===== config.mk =====
export PLATFORM = sky130hd
export DESIGN_NAME = affine_inverse
export DESIGN_NICKNAME = d
export VERILOG_FILES = /design/src/rtl/matrix_pkg.sv /design/src/rtl/fxp_sat_mac.sv /design/src/rtl/affine_inverse.sv
export SDC_FILE = /design/constraint.sdc
export NUM_CORES = 2
export LEC_CHECK = 0
export ABC_AREA = 1
export BUFFER_PORTS_ARGS = -buffer_cell sky130_fd_sc_hd__buf_2
export CAP_MARGIN = 20
export CORE_MARGIN = 3
export CORE_UTILIZATION = 38
export CTS_CLUSTER_DIAMETER = 150
export DETAILED_ROUTE_END_ITERATION = 7
export GPL_TIMING_DRIVEN = 0
export MAX_ROUTING_LAYER = met4
export PLACE_DENSITY = 0.56
export SLEW_MARGIN = 10
export SYNTH_ARGS = -nofsm -noshare
export SYNTH_HDL_FRONTEND = slang
export SYNTH_SLANG_ARGS = --single-unit

===== constraint.sdc =====
create_clock -name Clk -period 7.4 [get_ports Clk]
set_input_delay 2.22 -clock Clk [delete_from_list [all_inputs] [get_ports Clk]]
set_output_delay 2.22 -clock Clk [all_outputs]
set_load 0.02 [all_outputs]

===== src/rtl/matrix_pkg.sv =====
// Shared fixed-point matrix types and helpers for the 4x4 transform blocks.
package matrix_pkg;

   localparam int unsigned FXP_W = 16;

   typedef logic signed [FXP_W-1:0] fxp_t;
   typedef logic [15:0][15:0]       mat4_t;

   typedef enum logic [1:0] {
      IDLE,
      COMPUTE,
      DONE
   } state_e;

   // Row-major element index: 4*row + col.
   function automatic logic [3:0] idx(input logic [1:0] row, input logic [1:0] col);
      return {row, col};
   endfunction

   function automatic fxp_t fxp_one(input int unsigned frac);
      return fxp_t'(FXP_W'(32'd1 << frac));
   endfunction

   // Rotation transposed, translation cleared, bottom row set to [0 0 0 1].
   function automatic mat4_t init_inverse(input mat4_t m, input fxp_t one);
      mat4_t res;
      res = '0;
      for (int r = 0; r < 3; r++) begin
         for (int c = 0; c < 3; c++) begin
            res[idx(2'(r), 2'(c))] = m[idx(2'(c), 2'(r))];
         end
      end
      res[idx(2'd3, 2'd3)] = one;
      return res;
   endfunction

endpackage


===== src/rtl/fxp_sat_mac.sv =====
// Signed 16x16 multiply with 34-bit accumulate; the output stage returns
// sat16(-(acc + product) >>> FRAC) and flags clamping.
module fxp_sat_mac
   import matrix_pkg::*;
#(
   parameter int unsigned FRAC = 8
) (
   input  logic clk_i,
   input  logic rst_ni,
   input  logic clr_i,
   input  logic en_i,
   input  logic last_i,
   input  fxp_t a_i,
   input  fxp_t b_i,
   output fxp_t res_o,
   output logic ovf_o
);

   logic signed [31:0] prod;
   logic signed [33:0] acc_q, acc_d, sum, neg, shifted;

   always_comb begin
      prod    = 32'(a_i) * 32'(b_i);
      sum     = acc_q + 34'(prod);
      neg     = -sum;
      shifted = neg >>> FRAC;
      ovf_o   = 1'b0;
      if (shifted > 34'sd32767) begin
         res_o = 16'sh7FFF;
         ovf_o = 1'b1;
      end else if (shifted < -34'sd32768) begin
         res_o = 16'sh8000;
         ovf_o = 1'b1;
      end else begin
         res_o = shifted[FXP_W-1:0];
      end
   end

   // The final product of a dot product is consumed combinationally, so the
   // accumulator restarts from zero on the same edge.
   always_comb begin
      acc_d = acc_q;
      if (clr_i || (en_i && last_i)) begin
         acc_d = '0;
      end else if (en_i) begin
         acc_d = sum;
      end
   end

   always_ff @(posedge clk_i) begin
      if (!rst_ni) begin
         acc_q <= '0;
      end else begin
         acc_q <= acc_d;
      end
   end

endmodule


===== src/rtl/affine_inverse.sv =====
// Rigid-body 4x4 inverse: transposes R at accept, then computes -R^T*t with
// one shared MAC over nine cycles.
module affine_inverse
   import matrix_pkg::*;
#(
   parameter int unsigned FRAC = 8
) (
   input  logic  Clk,
   input  logic  Reset_n,
   input  logic  in_valid,
   output logic  in_ready,
   input  mat4_t mat_in,
   output logic  out_valid,
   input  logic  out_ready,
   output mat4_t mat_out,
   output logic  ovf
);

   state_e            state_q, state_d;
   logic [11:0][15:0] cap_q, cap_d;
   mat4_t             mat_out_q, mat_out_d;
   logic              ovf_q, ovf_d;
   logic [1:0]        r_q, r_d, k_q, k_d;
   logic              load;
   logic              mac_clr, mac_en, mac_last, mac_ovf;
   fxp_t              mac_a, mac_b, mac_res;

   // The bottom input row never affects the result.
   logic unused_mat_in;
   assign unused_mat_in = ^mat_in[15:12];

   assign mac_a = cap_q[idx(k_q, r_q)];
   assign mac_b = cap_q[idx(k_q, 2'd3)];

   fxp_sat_mac #(
      .FRAC (FRAC)
   ) u_mac (
      .clk_i  (Clk),
      .rst_ni (Reset_n),
      .clr_i  (mac_clr),
      .en_i   (mac_en),
      .last_i (mac_last),
      .a_i    (mac_a),
      .b_i    (mac_b),
      .res_o  (mac_res),
      .ovf_o  (mac_ovf)
   );

   always_comb begin
      state_d   = state_q;
      cap_d     = cap_q;
      mat_out_d = mat_out_q;
      ovf_d     = ovf_q;
      r_d       = r_q;
      k_d       = k_q;
      in_ready  = 1'b0;
      load      = 1'b0;
      mac_clr   = 1'b0;
      mac_en    = 1'b0;
      mac_last  = 1'b0;

      unique case (state_q)
         IDLE: begin
            in_ready = 1'b1;
            load     = in_valid;
         end
         COMPUTE: begin
            mac_en   = 1'b1;
            mac_last = (k_q == 2'd2);
            if (mac_last) begin
               mat_out_d[idx(r_q, 2'd3)] = mac_res;
               ovf_d = ovf_q | mac_ovf;
               k_d   = 2'd0;
               if (r_q == 2'd2) begin
                  r_d     = 2'd0;
                  state_d = DONE;
               end else begin
                  r_d = r_q + 2'd1;
               end
            end else begin
               k_d = k_q + 2'd1;
            end
         end
         DONE: begin
            in_ready = out_ready;
            if (out_ready) begin
               load    = in_valid;
               state_d = IDLE;
            end
         end
         default: state_d = IDLE;
      endcase

      if (load) begin
         cap_d     = mat_in[11:0];
         mat_out_d = init_inverse(mat_in, fxp_one(FRAC));
         ovf_d     = 1'b0;
         r_d       = 2'd0;
         k_d       = 2'd0;
         mac_clr   = 1'b1;
         state_d   = COMPUTE;
      end
   end

   always_ff @(posedge Clk) begin
      if (!Reset_n) begin
         state_q   <= IDLE;
         cap_q     <= '0;
         mat_out_q <= '0;
         ovf_q     <= 1'b0;
         r_q       <= 2'd0;
         k_q       <= 2'd0;
      end else begin
         state_q   <= state_d;
         cap_q     <= cap_d;
         mat_out_q <= mat_out_d;
         ovf_q     <= ovf_d;
         r_q       <= r_d;
         k_q       <= k_d;
      end
   end

   assign out_valid = (state_q == DONE);
   assign mat_out   = mat_out_q;
   assign ovf       = ovf_q;

endmodule

Word-level counts from Yosys, hierarchy flattened --
Cells that the tools add are included.
Cells by class: bitwise gates (word level) 3, magnitude comparators 6, muxes and demuxes 27, shift-type cells 0, div/mod/pow operators 0, equality and inequality tests 11, multiply operators 1, reduce and logical (&&, ||, !) cells 12, $add $sub $neg 4
Operators by type and width (count):
- $mux W249 | 3
- $bwmux W256 | 1
- $mux W16 | 5
- $bmux W16 S4 | 1
- $add A34 B32 Y34 | 1
- $neg A34 Y34 | 1
- $bmux W16 S2 | 1
- $demux W16 S2 | 1
- $mul A16 B16 Y32 | 1
- $gt A26 B16 Y1 const B | 1
- $lt A26 B16 Y1 const B | 1
- $lt A4 B5 Y1 const B | 3
- $mux W2 | 5
- $reduce_and A4 Y1 | 2
- $mux W1 | 7
- $eq A2 B2 Y1 const B | 3
- $ne A2 B2 Y1 const B | 3
- $ne A3 B3 Y1 const B | 2
- $pmux W2 S3 | 1
- $add A2 B1 Y2 const B | 2
- $ge A4 B1 Y1 const B | 1
- $pmux W1 S2 | 2
- $reduce_and A2 Y1 | 2
- $reduce_bool A2 Y1 | 2
- other kinds (9) | 12
Storage, ports and cells: latch bits 0, memories kept 0, register bits 489, word-level logic and storage cells 99, bits in writable memories 0, input bits 260, memory bits (read-only) 0, output and inout port bits 259

Logic depth before layout (Yosys ltp) --
depth after elaboration 12, depth in mapped cells 50, depth with buffers taken out 46

By module --
From an unflattened synthesis, not the netlist that was laid out.
Second synthesis, totals: cells, all modules 4259, area, all modules 30848.3 µm²
Modules (own cells, without submodules):
- affine_inverse | times used 1, area each 15796.4 µm², seq. area each 8147.8 µm², cells an instance 2167
- fxp_sat_mac | times used 1, area each 15051.9 µm², seq. area each 680.7 µm², cells an instance 2092

Worst setup path before layout --
No wires, ideal clock.
path kind flip-flop to flip-flop, start reg r_q[0], end reg mat_out_q (netlist bit mat_out[116]), clock period less this slack 7474 ps, required time 7286 ps, slack -74 ps, data arrival time 7361 ps, buffers on the path 4, stages on the path, launching flop included 45, path through dfxtp_1 inv_1 nand2_1 clkbuf_1 clkbuf_1 o22ai_1 o21ai_0 nand3_1 clkbuf_1 nand2_1 inv_1 fa_1 fa_1 inv_1 fa_1 inv_1 fa_1 fa_1 (+9 left out) nand3_1 nand2_1 nand2_1 nor2_1 nand2_1 nor2_2 nand3_1 nand2_1 nand2_1 nor2_1 nand2_1 nor2_1 nand3_1 nand2_2 buf_8 nand2_2 o21bai_1 inv_1
Between the ends: longest elaborated chain between the ends 9, elaborated cells on any way between the ends 15, classes of those cells add/sub (2); mul (1); order compare (4); mux (7); reduce/logical (1)
Ends and longest elaborated chain:
- from (decl) | RTL line affine_inverse.sv:23 | logic [1:0] r_q, r_d, k_q, k_d;
- from (signal assigned) | RTL line affine_inverse.sv:118 | r_q <= r_d;
- $bmux W16 S4 | RTL line affine_inverse.sv:32 | assign mac_a = cap_q[idx(k_q, r_q)];
- $mux W16 (implied by the code) | RTL line affine_inverse.sv:32
- $mul A16 B16 Y32 | RTL line fxp_sat_mac.sv:23 | prod = 32'(a_i) * 32'(b_i);
- $add A34 B32 Y34 | RTL line fxp_sat_mac.sv:24 | sum = acc_q + 34'(prod);
- $neg A34 Y34 | RTL line fxp_sat_mac.sv:25 | neg = -sum;
- $lt A26 B16 Y1 | RTL line fxp_sat_mac.sv:31 | end else if (shifted < -34'sd32768) begin
- $mux W16 | RTL line fxp_sat_mac.sv:31
- $mux W16 | RTL line fxp_sat_mac.sv:28 | if (shifted > 34'sd32767) begin
- $bwmux W256 * | RTL line affine_inverse.sv:71 | mat_out_d[idx(r_q, 2'd3)] = mac_res;
- to (signal assigned) | RTL line affine_inverse.sv:116 | mat_out_q <= mat_out_d;
- to (decl) | RTL line affine_inverse.sv:21 | mat4_t mat_out_q, mat_out_d;
Every way passes the cells marked *; elsewhere a longest branch is shown, timed or not. The select of a mux whose other input is x is not followed. A chain may end at the register's enable or synchronous reset.

Worst setup path after layout --
start reg r_q[0], end reg mat_out_q (netlist bit mat_out[249])
Same word-level chain as after synthesis.

==> impl_metrics.toml <==
[timing]
holdWs_ps = 438
fin_crit_sh_pct = 108
setup_viol = 65
slew_headroom_pct = 28.8
worst_slack_ps = -571
fmax_mhz = 125
timing.final.hold_violations = 0
rsz0062_at_grt = "yes"
drv_slew = 0
fin_crit_ps = 7970
worst_pin_slew_ps = 1070
skew_ps = 43.8

[setup_path]
critPathRequiredTime_ps = 7890
cpMostUsedCell = "fa_1"
worstSetupPathType = "register to register"
path_depth = 42
cp-start-kind = "register"
crit_path_max_fanout = 8
r2r-start = "r_q[0]"
worst-r2r-cell-count = 42
worstPathBufferInverterCount = 12
crit_family = "adder cells"
r2r_end = "mat_out[249]"
cpMaxStageDelayCell = "fa_2"
crit_path_end_kind = "register"
critPathArrivalTime_ps = 8460
r2r_slack_ps = -570
critPathMaxStageDelay_ps = 560

[clock_tree]
numCtsBuffers = 50
cts_buffer_depth = 3
cts_root_buffer = "clkbuf_16"
cts_tree = "built"
clk_pin_slew_ps = 60
clkLatencyLatePin_ps = 630
ctsHoldBuffers = 0
clock-sinks = 441
ctsHtreeMaxLevel = 2

[synth]
yosys.area.top_type = "dfxtp_1"
synth_top_area_share_pct = 29.6
ys.flop_type = "dfxtp_1"
ys_seq_area_share_pct = 29.6
synth_warnings = 0
synth.area.top_cells = "dfxtp_1, fa_1, nand2_1"
async_flop_share_pct = 0
synth_common_cells = "nand2_1, inv_1, dfxtp_1"
syn_area_per_cell_um2 = 7.56
synth_edf_count = 0
ys_types = 42
synth_area_um2 = 29900
synth_cells = 3952
ys_ff_latch = 441
yosysMostFrequentCell = "nand2_1"

[grt]
grt_first_pass_wirelength_um = 171000
grt_usage_pct = 28.3
antenna_found_initial = 20
overflow = 0
grt_pass1_vias = 28000
grt_max_degree = 18

[drt]
drc = 0
firstDrtPassIters = 6
drt-total-wl_um = 116000
wl_per_cell_um = 20.2
drt_iter0_drc = 2472
vias = 28700
antenna_left = 0
avgViaCountPerCell = 5.00

[pwr]
comb_power_share_pct = 60.1
power.leakage_uw = 0.0211
p_clk_share_pct = 20.7
p_per_area_nw_per_um2 = 334
p_sw_uw = 6340
power.total_uw = 13400
internal_power_uw = 7100
peakVddDrop_uv = 348
power_frac_seq_pct = 19.3
sw_frac_of_total_pct = 47.2

[placement]
place_ws_ps = -2630
dp_hpwl_um = 91800
place_congestion = 0.999
port_buffers = 405

[die]
core-area_um2 = 77700
die_w_um = 286
dieArea_um2 = 82000
initial_core_util_pct = 38.4
num_rows = 102
design.portCount = 519
die_h_um = 286

[status]
violations = "negative setup slack"
outcome = "finished with violations"

[cells_and_area]
multi_input_area_um2 = 19300
area_delta_synth_final_pct = 34.7
final_util_pct = 51.8
layout.nets = 5314
nFillCells = 7533
layout-drive-gt1-share_pct = 27.1
final-seq-area_um2 = 8840

[hold_path]
hp-class = "register to register"
min_from = "mat_out[38]"
hold_depth = 2
holdPathEnd = "mat_out[38]"

[job]
maxCapViolations = 0
-- flip-flops by register name (all words and copies together) (netlist names) --
name and cells:
u_mac.acc_q 34, cap_q 192, mat_out 208, state_q 2, ovf 1, r_q 2, k_q 2
-- placed cells by master (no fill, tap or decap), drive strengths merged, types with 2 or more instances in the layout --
cell type    n
nand2      913
inv        909
a21o         2
a22oi       14
nand3      233
fa         305
clkbuf     214
nor3b        2
clkinvlp     2
nor3        11
o21bai      54
buf        670
ha         102
a21oi       93
conb        48
o21a         9
and2         2
xnor2        9
xor2        16
o211ai      22
clkinv      14
o22ai       96
bufinv       8
dfxtp      441
nor2       135
nand4       36
o21ai      322
diode       20
-- metrics by stage --
| step | TNS, ps | area [um^2] | instances |
|---|---|---|---|
| after CTS | -25050 | 38300 | 5637 |
| after global placement | -191040 | 33400 | 5444 |
| after global routing | -47570 | 40200 | 5748 |
| final | -31300 | 40200 | 5748 |
| after detailed placement | -190520 | 33400 | 5445 |
| after floorplan | 0 | 30100 | 3999 |
-- power by group through the flow --
stage / clock network, uW / registers, uW / logic, uW
after CTS: 2810 / 2590 / 6540
final: 2780 / 2590 / 8070
after detailed placement: 0 / 2640 / 5270
after floorplan: 0 / 2690 / 3520
after global placement: 0 / 2640 / 5260
after global routing: 2900 / 2600 / 8700
-- worst max-delay path by stage --
stage / start / end / slack, ps
floorplan: r_q[1] / mat_out[116] / 3
global route: k_q[0] / mat_out[246] / -820
global placement: r_q[1] / mat_out[117] / -2660
detailed placement: r_q[1] / mat_out[53] / -2630
finish: r_q[0] / mat_out[249] / -570
CTS: r_q[1] / mat_out[249] / -440
-- cell families (layout without fill, tap and decap cells) --
kind of cell               count (synthesis)  count (layout)  synth area share, %
AOI/OAI and AO/OA                        614             614                 11.6
and+or+nand+nor                         1336            1336                 18.5
buffers and inverters                   1128            1817                 14.9
adders and majority gates                407             407                 24.7
xor gates and xnor gates                  25              25                0.758
other                                      1              68               0.0126
DFF                                      441             441                 29.6
-- routing by layer --
metal | vias to the layer above | GRT usage (%) | routed length [um]
li1 | 13400 | - | -
met1 | 13900 | 37.5 | 49200
met2 | 1151 | 44.1 | 53200
met3 | 204 | 5.10 | 10100
met4 | 0 | 9.08 | 3700
met5 | - | - | 0
-- cell type report --
class                   count  share of cell area [%]
inverters                 908                    8.51
flip-flops and latches    441                    22.0
multi-input cells        2430                    48.0
clock inverters            25                    1.04
well taps                1040                    3.23
repair buffers            597                    9.39
clock buffers              68                    3.58
diodes                     20                   0.124
plain buffers             219                    4.15
-- tightest hold or removal path, delay by kind of cell, from the launching register on --
| family | cells | cell delay [ps] |
|---|---|---|
| flip-flops | 1 | 320 |
| AND/OR/NAND/NOR | 2 | 90 |
-- what timing repair did --
item | 4_1_cts | 5_1_grt
setup endpoints to repair | 91 | 65
buffers inserted | 96 | 83
gates resized for setup | 578 | 293
cloned | 3 | 8
pin swaps | 95 | 180
Note: power is estimated with default switching activity, not from simulation.
